## config.mk

```make
export PLATFORM = sky130hd
export DESIGN_NAME = alu_arbiter_flat
export DESIGN_NICKNAME = d
export VERILOG_FILES = /design/src/rtl/alu_pkg.sv /design/src/rtl/alu_arbiter_if.sv /design/src/rtl/alu_arbiter_alu.sv /design/src/rtl/alu_arbiter.sv /design/src/flat_wrapper.sv
export SDC_FILE = /design/constraint.sdc
export NUM_CORES = 1
export LEC_CHECK = 0
export BUFFER_PORTS_ARGS = -buffer_cell sky130_fd_sc_hd__clkbuf_2
export CAP_MARGIN = 20
export CELL_PAD_IN_SITES_DETAIL_PLACEMENT = 0
export CELL_PAD_IN_SITES_GLOBAL_PLACEMENT = 1
export CORE_ASPECT_RATIO = 0.9
export CORE_MARGIN = 2
export CORE_UTILIZATION = 35
export CTS_BUF_LIST = sky130_fd_sc_hd__clkbuf_4 sky130_fd_sc_hd__clkbuf_8 sky130_fd_sc_hd__clkbuf_16
export DETAILED_ROUTE_END_ITERATION = 8
export PLACE_DENSITY_LB_ADDON = 0.1
export SKIP_CTS_REPAIR_TIMING = 1
export SLEW_MARGIN = 20
export SYNTH_ARGS = -nofsm -noshare
export SYNTH_HDL_FRONTEND = slang
export SYNTH_SLANG_ARGS = --single-unit
```

## constraint.sdc

```tcl
create_clock -name CLK -period 9.68 [get_ports CLK]
set_input_delay 1.936 -clock CLK [delete_from_list [all_inputs] [get_ports CLK]]
set_output_delay 1.936 -clock CLK [all_outputs]
set_load 0.02 [all_outputs]
```

## src/rtl/alu_pkg.sv

```systemverilog
// -----------------------------------------------------------------------------
// alu_pkg
// Shared ALU definitions: datapath width and opcode encoding. Used by the ALU,
// the arbiter interface and the arbiter control logic.
// No ports (package).
// -----------------------------------------------------------------------------
package alu_pkg;

    localparam int ALU_W = 32;

    typedef enum logic [2:0] {
        ALU_ADD  = 3'b000,  // a + b
        ALU_SUB  = 3'b001,  // a - b
        ALU_SLL  = 3'b010,  // b << a (a is the shift amount)
        ALU_OR   = 3'b011,  // a | b
        ALU_AND  = 3'b100,  // a & b
        ALU_SLTU = 3'b101,  // unsigned a < b
        ALU_SLT  = 3'b110,  // signed a < b
        ALU_XNOR = 3'b111   // ~(a ^ b)
    } alu_op_e;

endpackage

```

## src/rtl/alu_arbiter_if.sv

```systemverilog
// -----------------------------------------------------------------------------
// alu_arbiter_if
// Bundles the requester side (N_REQ valid/ready lanes with op/a/b slices) and
// the single registered response slot of the shared ALU.
//   master : requesters + response consumer (drives req_*, rsp_ready)
//   slave  : the arbiter (drives req_ready, rsp_*)
// Slice i of req_op is [3i+2:3i]; slice i of req_a/req_b is [32i+31:32i].
// -----------------------------------------------------------------------------
interface alu_arbiter_if #(
    parameter int N_REQ = 2,
    parameter int ID_W  = 1
);
    import alu_pkg::*;

    logic [N_REQ-1:0]       req_valid;
    logic [N_REQ-1:0]       req_ready;
    logic [3*N_REQ-1:0]     req_op;
    logic [ALU_W*N_REQ-1:0] req_a;
    logic [ALU_W*N_REQ-1:0] req_b;

    logic                   rsp_valid;
    logic                   rsp_ready;
    logic [ID_W-1:0]        rsp_id;
    logic [ALU_W-1:0]       rsp_result;
    logic                   rsp_zero;
    logic                   rsp_sign;

    modport master (
        output req_valid, req_op, req_a, req_b, rsp_ready,
        input  req_ready, rsp_valid, rsp_id, rsp_result, rsp_zero, rsp_sign
    );

    modport slave (
        input  req_valid, req_op, req_a, req_b, rsp_ready,
        output req_ready, rsp_valid, rsp_id, rsp_result, rsp_zero, rsp_sign
    );

endinterface

```

## src/rtl/alu_arbiter_alu.sv

```systemverilog
// -----------------------------------------------------------------------------
// alu
// The existing purely combinational 32-bit ALU.
//   ALUopcode : operation select (see alu_pkg::alu_op_e)
//   rega/regb : operands; rega is the shift amount for the shift op
//   result    : 32-bit wrap-around result
//   zero      : result == 0
//   sign      : result[31]
// -----------------------------------------------------------------------------
module alu
    import alu_pkg::*;
(
    input  logic [2:0]       ALUopcode,
    input  logic [ALU_W-1:0] rega,
    input  logic [ALU_W-1:0] regb,
    output logic [ALU_W-1:0] result,
    output logic             zero,
    output logic             sign
);

    always_comb begin
        result = '0;
        case (alu_op_e'(ALUopcode))
            ALU_ADD:  result = rega + regb;
            ALU_SUB:  result = rega - regb;
            // Full 32-bit shift amount: any amount >= 32 yields zero.
            ALU_SLL:  result = regb << rega;
            ALU_OR:   result = rega | regb;
            ALU_AND:  result = rega & regb;
            ALU_SLTU: result = {{(ALU_W-1){1'b0}}, (rega < regb)};
            ALU_SLT:  result = {{(ALU_W-1){1'b0}}, ($signed(rega) < $signed(regb))};
            ALU_XNOR: result = ~(rega ^ regb);
            default:  result = '0;
        endcase
    end

    assign zero = (result == '0);
    assign sign = result[ALU_W-1];

endmodule

```

## src/rtl/alu_arbiter.sv

```systemverilog
// -----------------------------------------------------------------------------
// alu_arbiter
// Shares one combinational ALU between N_REQ requesters. A round-robin grant
// picks at most one operation per cycle; the ALU output is captured into a
// single response slot with valid/ready back-pressure.
//   CLK   : clock, all state on the rising edge
//   Reset : synchronous, active high; empties the slot and resets priority
//   bus   : alu_arbiter_if slave modport (request lanes + response slot)
// The slot occupancy (rsp_valid) is the only control state: EMPTY/FULL.
// -----------------------------------------------------------------------------
module alu_arbiter
    import alu_pkg::*;
#(
    parameter int N_REQ = 2,
    parameter int ID_W  = 1
) (
    input  logic         CLK,
    input  logic         Reset,
    alu_arbiter_if.slave bus
);

    // Per-requester views of the flat request buses.
    logic [2:0]       op_arr [N_REQ];
    logic [ALU_W-1:0] a_arr  [N_REQ];
    logic [ALU_W-1:0] b_arr  [N_REQ];

    genvar gi;
    generate
        for (gi = 0; gi < N_REQ; gi++) begin : g_slice
            assign op_arr[gi] = bus.req_op[3*gi +: 3];
            assign a_arr[gi]  = bus.req_a[ALU_W*gi +: ALU_W];
            assign b_arr[gi]  = bus.req_b[ALU_W*gi +: ALU_W];
        end
    endgenerate

    // Response slot and round-robin pointer.
    logic             rsp_valid_q;
    logic [ID_W-1:0]  rsp_id_q;
    logic [ALU_W-1:0] rsp_result_q;
    logic             rsp_zero_q;
    logic             rsp_sign_q;
    logic [ID_W-1:0]  rr_ptr_q;
    logic [ID_W-1:0]  rr_ptr_d;

    // Grant and ALU input mux.
    logic             slot_free;
    logic             grant_valid;
    logic [ID_W-1:0]  grant_idx;
    logic [N_REQ-1:0] grant_vec;
    logic [2:0]       alu_op;
    logic [ALU_W-1:0] alu_a;
    logic [ALU_W-1:0] alu_b;
    logic [ALU_W-1:0] alu_result;
    logic             alu_zero;
    logic             alu_sign;
    int               idx;

    always_comb begin
        // The slot can take a new result if empty or being drained this cycle.
        slot_free   = !rsp_valid_q || bus.rsp_ready;
        grant_valid = 1'b0;
        grant_idx   = '0;
        grant_vec   = '0;
        alu_op      = '0;
        alu_a       = '0;
        alu_b       = '0;
        idx         = 0;
        if (slot_free && !Reset) begin
            // Scan from rr_ptr, wrapping; the first valid requester wins.
            for (int k = 0; k < N_REQ; k++) begin
                idx = (int'(rr_ptr_q) + k) % N_REQ;
                if (!grant_valid && bus.req_valid[idx]) begin
                    grant_valid    = 1'b1;
                    grant_idx      = ID_W'(idx);
                    grant_vec[idx] = 1'b1;
                    alu_op         = op_arr[idx];
                    alu_a          = a_arr[idx];
                    alu_b          = b_arr[idx];
                end
            end
        end
        // Winner drops to lowest priority for the next scan.
        rr_ptr_d = ID_W'((int'(grant_idx) + 1) % N_REQ);
    end

    alu u_alu (
        .ALUopcode (alu_op),
        .rega      (alu_a),
        .regb      (alu_b),
        .result    (alu_result),
        .zero      (alu_zero),
        .sign      (alu_sign)
    );

    always_ff @(posedge CLK) begin
        if (Reset) begin
            rsp_valid_q  <= 1'b0;
            rsp_id_q     <= '0;
            rsp_result_q <= '0;
            rsp_zero_q   <= 1'b0;
            rsp_sign_q   <= 1'b0;
            rr_ptr_q     <= '0;
        end else if (grant_valid) begin
            // Covers both EMPTY->FULL and drain-with-grant (slot overwrite).
            rsp_valid_q  <= 1'b1;
            rsp_id_q     <= grant_idx;
            rsp_result_q <= alu_result;
            rsp_zero_q   <= alu_zero;
            rsp_sign_q   <= alu_sign;
            rr_ptr_q     <= rr_ptr_d;
        end else if (rsp_valid_q && bus.rsp_ready) begin
            // Drain without refill: data registers keep their last values.
            rsp_valid_q  <= 1'b0;
        end
    end

    assign bus.req_ready  = grant_vec;
    assign bus.rsp_valid  = rsp_valid_q;
    assign bus.rsp_id     = rsp_id_q;
    assign bus.rsp_result = rsp_result_q;
    assign bus.rsp_zero   = rsp_zero_q;
    assign bus.rsp_sign   = rsp_sign_q;

endmodule
```

## src/flat_wrapper.sv

```systemverilog
// flat-port wrapper written by rule: the top's interface ports become plain ports
module alu_arbiter_flat import alu_pkg::*;
#(
    parameter int N_REQ = 2,
    parameter int ID_W  = 1
)
  (CLK, Reset, bus_req_valid, bus_req_op, bus_req_a, bus_req_b, bus_rsp_ready, bus_req_ready, bus_rsp_valid, bus_rsp_id, bus_rsp_result, bus_rsp_zero, bus_rsp_sign);
  alu_arbiter_if #(.N_REQ(N_REQ), .ID_W(ID_W)) bus_i ();
  input  logic CLK;
  input  logic Reset;
  input wire logic [$bits(bus_i.req_valid)-1:0] bus_req_valid;
  input wire logic [$bits(bus_i.req_op)-1:0] bus_req_op;
  input wire logic [$bits(bus_i.req_a)-1:0] bus_req_a;
  input wire logic [$bits(bus_i.req_b)-1:0] bus_req_b;
  input wire logic [$bits(bus_i.rsp_ready)-1:0] bus_rsp_ready;
  output wire logic [$bits(bus_i.req_ready)-1:0] bus_req_ready;
  output wire logic [$bits(bus_i.rsp_valid)-1:0] bus_rsp_valid;
  output wire logic [$bits(bus_i.rsp_id)-1:0] bus_rsp_id;
  output wire logic [$bits(bus_i.rsp_result)-1:0] bus_rsp_result;
  output wire logic [$bits(bus_i.rsp_zero)-1:0] bus_rsp_zero;
  output wire logic [$bits(bus_i.rsp_sign)-1:0] bus_rsp_sign;
  assign bus_i.req_valid = bus_req_valid;
  assign bus_i.req_op = bus_req_op;
  assign bus_i.req_a = bus_req_a;
  assign bus_i.req_b = bus_req_b;
  assign bus_i.rsp_ready = bus_rsp_ready;
  assign bus_req_ready = bus_i.req_ready;
  assign bus_rsp_valid = bus_i.rsp_valid;
  assign bus_rsp_id = bus_i.rsp_id;
  assign bus_rsp_result = bus_i.rsp_result;
  assign bus_rsp_zero = bus_i.rsp_zero;
  assign bus_rsp_sign = bus_i.rsp_sign;
  alu_arbiter #(.N_REQ(N_REQ), .ID_W(ID_W)) u_core (.CLK(CLK), .Reset(Reset), .bus(bus_i));
endmodule
```

==> results.json, run 1 <==
{
  "status": "finished, final reports clean",
  "reg2reg_depth": 17,
  "reg2reg_slack_ps": 2740,
  "worstSetupEndpoint": "u_core.bus.rsp_zero$_SDFFE_PP0P_",
  "core_area_mm2": 0.02816,
  "ys_seq_elements": 36,
  "grt_pass1_wl_um": 77530,
  "synthCells": 1476,
  "vias": 12911,
  "grt_pass1_vias": 11869,
  "avgViaCountPerCell": 6.659,
  "finalNonFillerCells": 1939,
  "setup_tns_ps": 0,
  "finalWeightedCongestion": 1.019,
  "clock_tree.root_cell": "clkbuf_16",
  "final_cell_area_mm2": 0.01131,
  "cp_data_arrival_time_ps": 8670,
  "io_pins": 177,
  "p_per_area_mw_per_mm2": 105.4,
  "fin_crit_sh_pct": 87.08,
  "reg2reg_to": "u_core.bus.rsp_zero$_SDFFE_PP0P_",
  "place_inst": 1931,
  "postSynthAreaPerCell_um2": 6.843,
  "dp_hpwl_um": 42690,
  "max_freq_ghz": 0.1186,
  "insertedDiodeCount": 0,
  "clk_pin_slew_ps": 80,
  "synth_edf_count": 0,
  "final-setup-viol-count": 0,
  "rr_startpoint": "u_core.rr_ptr_q$_SDFFE_PP0P_",
  "grt_max_degree": 60,
  "drtIter0Drc": 1546,
  "startpoint": "bus_req_valid[1]",
  "p_switching_w": 0.0006601,
  "drc": 0,
  "final-hold-violation-count": 0,
  "slowest_delay_ps": 810,
  "rows": 58,
  "critPathMostFrequentCell": "nand4_1",
  "layout.nets": 1809,
  "final_cell_mix": "176 x clkbuf_2, 114 x nand2_1, 109 x nor2_1, 109 x a21oi_1, 95 x o21ai_0",
  "cts_sinks": 36,
  "track_usage_pct": 34.22,
  "grt_overflow_total": 0,
  "cp_max_fo": 24,
  "synthArstFlopShare_pct": 0,
  "cp_cell_sequence": "clkbuf_2, a21bo_1, nor3_4, a22o_1, fa_1, a21oi_1, o311ai_1, a41oi_1, a311oi_2, and2_1, or3_1, mux2i_1, a2111oi_1, nand4_1, nor4_1, nand4_1, o21ai_1",
  "drive_gt1_share_pct": 17.92,
  "avgRoutedWirePerCell_um": 27.30,
  "cap_violations": 0,
  "cp_slowest_cell": "a22o_1",
  "slew_violations": 0,
  "cp-start-kind": "primary input",
  "p_leak_nw": 4.661,
  "holdCritPathClass": "flop to flop",
  "rsz0062_at_grt": "false",
  "drt_first_pass_iters": 6,
  "power.share.clock_pct": 16.0,
  "syn_nets": 1707,
  "mostFrequentLayoutCell": "clkbuf_2",
  "worstSetupPathType": "primary input to flop",
  "cts_tree": "yes",
  "die_h_um": 165.2,
  "clock_latency_ps": 310,
  "relSlewSlack_pct": 27.09,
  "fillers": 3074,
  "synth_area_mm2": 0.01010,
  "htree_levels": 2,
  "die_area_mm2": 0.03023,
  "ant_nets": 0,
  "die_w_um": 183.1,
  "seqPwrFrac_pct": 15.0,
  "ctsLongestPathBuffers": 2,
  "start_util_pct": 35.87,
  "antenna_found_initial": 0,
  "crit_required_ps": 9920,
  "yosysSeqAreaShare_pct": 7.136,
  "ys_warn_count": 0,
  "synth-main-ff-cell": "dfxtp_1",
  "worstMarginPinSlew_ps": 1079,
  "wl_um": 52940,
  "cts_buffers": 5,
  "synth.distinct_cells": 98,
  "worstSetupEndpointType": "flop",
  "port_buffers": 176,
  "combPwrFrac_pct": 69.0,
  "area_delta_synth_final_pct": 11.95,
  "fin_skew_ps": 19.40,
  "ir_worst_vdd_v": 0.00006159,
  "switching_share_pct": 55.41,
  "power.internal_w": 0.0005312,
  "fin_crit_ps": 8429,
  "place_area_mm2": 0.01115
}
-- state kept, by name, summed over array words and instances, names as in the netlist --
signal / cells
u_core.bus.rsp_id: 1
u_core.bus.rsp_result: 31
u_core.bus.rsp_sign: 1
u_core.bus.rsp_valid: 1
u_core.bus.rsp_zero: 1
u_core.rr_ptr_q: 1
-- worst max-delay path: cells and delay by family --
kind / cells / cell delay (ps)
mux: 1 / 80
buf+inv: 1 / 390
compound gates: 8 / 3620
fa+ha+maj: 1 / 430
simple gates: 6 / 2150
-- Yosys cell counts, types with 21 or more instances --
master / number / share of area, %
a211oi_1: 22 / 1.6
a21oi_1: 109 / 5.4
a22oi_1: 38 / 2.8
buf_2: 34 / 1.7
clkbuf_1: 51 / 1.9
dfxtp_1: 36 / 7.1
ha_1: 90 / 11
inv_1: 88 / 3.3
mux2i_1: 31 / 3.1
nand2_1: 114 / 4.2
nand2b_1: 28 / 1.7
nand3_1: 60 / 3.0
nand4_1: 63 / 3.9
nor2_1: 111 / 4.1
nor3_1: 40 / 2.0
nor4_1: 21 / 1.3
o2111ai_1: 29 / 2.5
o211ai_1: 39 / 2.9
o21ai_0: 95 / 4.7
-- metrics by stage --
stage | setup WS, ps | utilization, % | total power (W) | hold slack (ps)
2_1_floorplan | 3228 | - | 0.0007043 | 481.7
3_3_place_gp | 1412 | 39.59 | 0.0009811 | 440.8
3_5_place_dp | 1202 | 39.61 | 0.0009764 | 443.8
4_1_cts | 1485 | 40.16 | 0.001170 | 454.1
5_1_grt | 986.6 | 40.16 | 0.001255 | 478.9
6_report | 1251 | 40.16 | 0.001191 | 452.0
-- cell type report --
cell class	count	area [µm²]	area share (%)
Multi-Input combinational cell	1237	8557	75.68
Timing Repair Buffer	199	1054	9.317
Sequential cell	36	720.7	6.374
Tap cell	360	450.4	3.984
Inverter	99	371.6	3.286
Clock buffer	7	146.4	1.295
Clock inverter	1	7.507	0.06639
-- worst min-delay path by stage --
stage                                                       from                                     end  slack [ps]  cells after the start
after global routing      u_core.bus.rsp_result[24]$_SDFFE_PP0P_  u_core.bus.rsp_result[24]$_SDFFE_PP0P_         480                      2
after global placement    u_core.bus.rsp_result[28]$_SDFFE_PP0P_  u_core.bus.rsp_result[28]$_SDFFE_PP0P_         440                      2
after detailed placement        u_core.bus.rsp_zero$_SDFFE_PP0P_        u_core.bus.rsp_zero$_SDFFE_PP0P_         440                      2
after CTS                       u_core.bus.rsp_zero$_SDFFE_PP0P_        u_core.bus.rsp_zero$_SDFFE_PP0P_         450                      2
final                      u_core.bus.rsp_result[6]$_SDFFE_PP0P_   u_core.bus.rsp_result[6]$_SDFFE_PP0P_         450                      2
after floorplan                     u_core.rr_ptr_q$_SDFFE_PP0P_            u_core.rr_ptr_q$_SDFFE_PP0P_         480                      2
-- power by group through the flow --
stage	clock network, W	logic, W	registers, W
after detailed placement	0	0.000794	0.000182
final	0.000190	0.000823	0.000178
after floorplan	0	0.000501	0.000203
after global routing	0.000197	0.000877	0.000181
after global placement	0	0.000800	0.000182
after CTS	0.000194	0.000797	0.000179
-- cells by family after synthesis --
family          after synthesis  synth area share, %
buf+inv                     203                8.486
xor+xnor                     15                1.301
flops                        36                7.136
simple gates                520                26.91
mux                          33                3.295
fa+ha+maj                    92                11.55
compound gates              577                41.33
-- metal layers --
layer	vias to the layer above	track usage, %	part of all wire (%)
met1	6153	47.29	44
met5	-	0	0
li1	5924	-	-
met3	91	7.105	9.9
met2	743	52.77	42
met4	0	11.67	3.5
Note: power is estimated with default switching activity, not from simulation.
==> run 2: changes to the inputs <==
--- a/config.mk
+++ b/config.mk
@@ -5,6 +5,7 @@
 export SDC_FILE = /design/constraint.sdc
 export NUM_CORES = 1
 export LEC_CHECK = 0
+export ABC_AREA = 1
 export BUFFER_PORTS_ARGS = -buffer_cell sky130_fd_sc_hd__clkbuf_2
 export CAP_MARGIN = 20
 export CELL_PAD_IN_SITES_DETAIL_PLACEMENT = 0
==> results.json, run 2 <==
{
  "cp_data_arrival_time_ps": 7790,
  "wl_um": 59930,
  "status": "finished, final reports clean",
  "syn_nets": 2292,
  "drtIter0Drc": 1806,
  "mostFrequentLayoutCell": "nand2_1",
  "finalWeightedCongestion": 1.008,
  "synth-main-ff-cell": "dfxtp_1",
  "cp-start-kind": "primary input",
  "fillers": 3614,
  "grt_pass1_vias": 13631,
  "vias": 14708,
  "largest_reg_flops": 31,
  "slowest_delay_ps": 590,
  "fin_skew_ps": 3.368,
  "power.internal_w": 0.0005449,
  "synthCells": 2061,
  "htree_levels": 2,
  "die_w_um": 190.9,
  "rows": 61,
  "worstSetupPathType": "primary input to flop",
  "max_freq_ghz": 0.1321,
  "ir_worst_vdd_v": 0.0001096,
  "final-hold-violation-count": 0,
  "antenna_found_initial": 0,
  "slew_violations": 0,
  "synth_area_mm2": 0.01101,
  "ys_seq_elements": 36,
  "avgViaCountPerCell": 5.743,
  "drive_gt1_share_pct": 13.85,
  "regArea_um2": 721.9,
  "fin_crit_ps": 7570,
  "p_per_area_mw_per_mm2": 113.3,
  "start_util_pct": 35.61,
  "layout.nets": 2382,
  "relSlewSlack_pct": 23.48,
  "place_area_mm2": 0.01196,
  "synth_edf_count": 0,
  "switching_share_pct": 60.29,
  "grt_pass1_wl_um": 87490,
  "critPathMostFrequentCell": "nand3_1",
  "ant_nets": 0,
  "avgRoutedWirePerCell_um": 23.40,
  "port_buffers": 176,
  "cts_sinks": 36,
  "crit_required_ps": 9900,
  "power.share.clock_pct": 12.0,
  "synthArstFlopShare_pct": 0,
  "clock_latency_ps": 280,
  "p_leak_nw": 6.783,
  "synth_top_cell_by_area": "nand2_1",
  "pre_cts_ws_ps": 1989,
  "final-setup-viol-count": 0,
  "area_delta_synth_final_pct": 10.01,
  "ctsLongestPathBuffers": 2,
  "cts_buffers": 5,
  "rsz0062_at_grt": "false",
  "worstPathBufferInverterCount": 5,
  "drt_first_pass_iters": 6,
  "cp_top_family": "simple AND/OR/NAND/NOR gates",
  "clock_tree.root_cell": "clkbuf_16",
  "yosysSeqAreaShare_pct": 6.547,
  "final_cell_area_mm2": 0.01211,
  "die_area_mm2": 0.03289,
  "worstSetupEndpointType": "flop",
  "final_cell_mix": "647 x nand2_1, 240 x nand3_1, 231 x inv_1",
  "drc": 0,
  "core_area_mm2": 0.03091,
  "ys_warn_count": 0,
  "grt_overflow_total": 0,
  "cp_max_fo": 45,
  "multi_input_area_mm2": 0.008791,
  "grt_max_degree": 62,
  "yosys-top-cells-area": "nand2_1 22%, nand3_1 11%, ha_1 10%, inv_1 7.9%, dfxtp_1 6.5%",
  "dp_hpwl_um": 48300,
  "cap_violations": 0,
  "io_pins": 177,
  "post-route-util_pct": 39.18,
  "synth_top_area_share_pct": 22.10,
  "seqPwrFrac_pct": 12.9,
  "postSynthAreaPerCell_um2": 5.341,
  "combPwrFrac_pct": 75.2,
  "holdCritPathClass": "flop to flop",
  "cp_slowest_cell": "nor2_8",
  "die_h_um": 172.2,
  "setup_ws_ps": 2110,
  "worstMarginPinSlew_ps": 1145,
  "synth.distinct_cells": 57,
  "setup_tns_ps": 0,
  "synth_top_cells_by_count": "648 x nand2_1, 240 x nand3_1, 231 x inv_1",
  "track_usage_pct": 35.84,
  "insertedDiodeCount": 0,
  "clk_pin_slew_ps": 50,
  "fin_crit_sh_pct": 78.20,
  "synth_most_common_cell": "nand2_1",
  "design_power_total_w": 0.001372,
  "p_switching_w": 0.0008275,
  "cts_tree": "yes"
}
[run 2: changes by cell type after synthesis, sizes merged, moves of 18 or more]
cell | previous run | this run
nand2 | 115 | 677
nor2 | 114 | 163
a211oi | 24 | 2
a21o | 19 | 1
nor4 | 26 | 4
o211ai | 40 | 1
a21oi | 112 | 135
o2111ai | 29 | 2
o21ai | 114 | 138
nor3 | 43 | 15
mux2i | 31 | 2
nand2b | 28 | 0
inv | 99 | 242
nand3 | 60 | 261
[run 2: layout make-up]
class / count / share of cell area (%)
multi-input combinational: 1670 / 72.59
clock inverter: 1 / 0.06199
sequential: 36 / 5.961
tap: 409 / 4.226
inverter: 244 / 7.563
timing repair buffer: 194 / 8.389
clock buffer: 7 / 1.209
[run 2: tightest hold or removal path, cell delays in order, from the launching register on]
cell and delay, ps:
dfxtp_1 300, nand3_1 70, nand2_1 50
[run 2: worst paths after layout]
check	cells past startpoint	slack (ps)	end	startpoint
worst max register to register	32	2880	u_core.bus.rsp_zero$_SDFFE_PP0P_	u_core.rr_ptr_q$_SDFFE_PP0P_
worst min-delay path	2	470	u_core.bus.rsp_result[13]$_SDFFE_PP0P_	u_core.bus.rsp_result[13]$_SDFFE_PP0P_
worst max-delay path	28	2110	u_core.bus.rsp_zero$_SDFFE_PP0P_	Reset
worst min register to register	2	470	u_core.bus.rsp_result[13]$_SDFFE_PP0P_	u_core.bus.rsp_result[13]$_SDFFE_PP0P_
[run 2: cells by family after synthesis]
logic type,count (synthesis),synth area share (%)
XOR/XNOR,11,0.8752
adder cells (fa/ha/maj),92,10.59
multiplexers,2,0.1819
buffers and inverters,355,13.76
AND/OR/NAND/NOR,1198,48.94
AO/OA/AOI/OAI,367,19.10
flip-flops,36,6.547
[run 2: per-stage QoR]
step | std cells | hold WS, ps
final | 2561 | 468.3
after global placement | 2553 | 454.7
after global routing | 2561 | 496.7
after floorplan | 2061 | 538.9
after detailed placement | 2553 | 459.0
after CTS | 2561 | 471.3
[run 2: routing by layer]
layer / wire length [µm] / up-vias / part of all wire [%] / global-route usage, %
met4: 2286 / 0 / 3.8 / 12.10
met2: 25480 / 743 / 43 / 55.94
met1: 26860 / 6872 / 45 / 50.17
li1: - / 6975 / - / -
met3: 5302 / 118 / 8.8 / 5.257
met5: 0 / - / 0 / 0
[run 2: power groups by stage]
stage               sequential [W]  combinational (W)  clock [W]
finish                    0.000177            0.00103   0.000164
global route              0.000179            0.00111   0.000173
CTS                       0.000177            0.00100   0.000166
detailed placement        0.000180           0.000996          0
global placement          0.000180            0.00100          0
floorplan                 0.000199           0.000652          0
==> run 3: changes to the inputs <==
==> constraint.sdc (replaced) <==
create_clock -name CLK -period 7.2 [get_ports CLK]
set_input_delay 1.44 -clock CLK [delete_from_list [all_inputs] [get_ports CLK]]
set_output_delay 1.44 -clock CLK [all_outputs]
set_load 0.02 [all_outputs]
==> results.json, run 3 (synthesis gave the netlist of run 2 again) <==
{
  "final-hold-violation-count": 0,
  "vias": 14915,
  "layout.nets": 2404,
  "cp_slowest_cell": "a21oi_1",
  "worstSetupPathType": "primary input to flop",
  "cp-start-kind": "primary input",
  "io_pins": 177,
  "relSlewSlack_pct": 23.13,
  "htree_levels": 2,
  "slowest_delay_ps": 540,
  "fin_crit_ps": 6473,
  "place_area_mm2": 0.01212,
  "core_area_mm2": 0.03091,
  "setup_ws_ps": 727.1,
  "cp_max_fo": 12,
  "crit_required_ps": 7420,
  "reg2reg_depth": 31,
  "avgViaCountPerCell": 5.765,
  "cts_tree": "yes",
  "finalWeightedCongestion": 1.002,
  "cts_sinks": 36,
  "mostFrequentLayoutCell": "nand2_1",
  "place_inst": 2575,
  "ctsLongestPathBuffers": 2,
  "ir_worst_vdd_v": 0.00008947,
  "ant_nets": 0,
  "area_delta_synth_final_pct": 11.50,
  "clock_latency_ps": 280,
  "p_leak_nw": 6.891,
  "final_cell_area_mm2": 0.01227,
  "fin_skew_ps": 3.937,
  "whs_path_depth": 2,
  "start_util_pct": 35.61,
  "drc": 0,
  "track_usage_pct": 36.03,
  "die_area_mm2": 0.03289,
  "status": "finished, final reports clean",
  "worstSetupEndpointType": "flop",
  "clk_pin_slew_ps": 60,
  "holdCritPathClass": "flop to flop",
  "setup_tns_ps": 0,
  "grt_max_degree": 60,
  "fin_crit_sh_pct": 89.90,
  "antenna_found_initial": 5,
  "grt_overflow_total": 0,
  "regArea_um2": 721.9,
  "worstMarginPinSlew_ps": 1124,
  "grt_pass1_wl_um": 88130,
  "slew_violations": 0,
  "largest_reg_flops": 31,
  "finalNonFillerCells": 2587,
  "clock_tree.root_cell": "clkbuf_16",
  "pre_cts_ws_ps": 629.7,
  "grt_pass1_vias": 13611,
  "max_freq_ghz": 0.1545,
  "critPathMostFrequentCell": "nor2_1",
  "drive_gt1_share_pct": 14.72,
  "final_cell_mix": "647 x nand2_1, 240 x nand3_1, 231 x inv_1",
  "fillers": 3609,
  "final-setup-viol-count": 0,
  "cap_violations": 0,
  "cts_buffers": 5,
  "drtIter0Drc": 1741,
  "cp_data_arrival_time_ps": 6690,
  "p_per_area_mw_per_mm2": 151.0,
  "port_buffers": 176,
  "rsz0062_at_grt": "false",
  "die_h_um": 172.2,
  "rows": 61,
  "avgRoutedWirePerCell_um": 23.40,
  "drt_first_pass_iters": 6,
  "dp_hpwl_um": 49830,
  "die_w_um": 190.9,
  "wl_um": 60540,
  "timing.hold.ws_ps": 464.5,
  "multi_input_area_mm2": 0.008790
}
run 3: cell count changes in the layout (fill, tap and decap cells not counted), sizes merged:
| cell | change |
|---|---|
| clkinvlp | -1 |
| buf | +22 |
| diode | +4 |
| clkbuf | -2 |
| clkinv | +3 |
run 3: layout make-up:
cell class / instances / share of cell area (%)
inverter: 244 / 7.462
multi-input combinational: 1670 / 71.61
antenna: 4 / 0.08155
tap: 409 / 4.169
clock inverter: 3 / 0.1529
clock buffer: 5 / 1.019
sequential: 36 / 5.882
timing repair buffer: 216 / 9.623
run 3: power breakdown:
| group | total (W) | switching, W | internal, W | leakage [nW] |
|---|---|---|---|---|
| Clock | 0.000210 | 0.0000823 | 0.000127 | 0.0736 |
| Combinational | 0.00140 | 0.00102 | 0.000381 | 6.52 |
| Sequential | 0.000239 | 0.0000156 | 0.000224 | 0.296 |
run 3: metrics by stage:
step	utilization [%]	total power, W
floorplan	-	0.001144
global placement	39.21	0.001609
detailed placement	39.21	0.001603
CTS	39.68	0.001817
global route	39.68	0.001977
finish	39.71	0.001853
run 3: final timing paths:
check	start	to	slack [ps]
max	Reset	u_core.bus.rsp_zero$_SDFFE_PP0P_	730
max reg2reg	u_core.rr_ptr_q$_SDFFE_PP0P_	u_core.bus.rsp_zero$_SDFFE_PP0P_	1190
min	u_core.bus.rsp_result[7]$_SDFFE_PP0P_	u_core.bus.rsp_result[7]$_SDFFE_PP0P_	460
min reg2reg	u_core.bus.rsp_result[7]$_SDFFE_PP0P_	u_core.bus.rsp_result[7]$_SDFFE_PP0P_	460
run 3: per-layer routing:
layer | wire length, µm | vias up | part of all wire [%] | track usage (%)
met4 | 2341 | 2 | 3.9 | 12.30
met5 | 12 | - | 0.020 | 0
met1 | 26430 | 6983 | 44 | 50.01
met2 | 25810 | 794 | 43 | 56.11
met3 | 5946 | 105 | 9.8 | 6.028
li1 | - | 7031 | - | -
run 3: worst max-delay path: cells and delay by family:
family,cells,cell delay (ps)
and+or+nand+nor,17,2470
AOI/OAI and AO/OA,5,1130
buffers and inverters,7,980
adders and majority gates,2,650
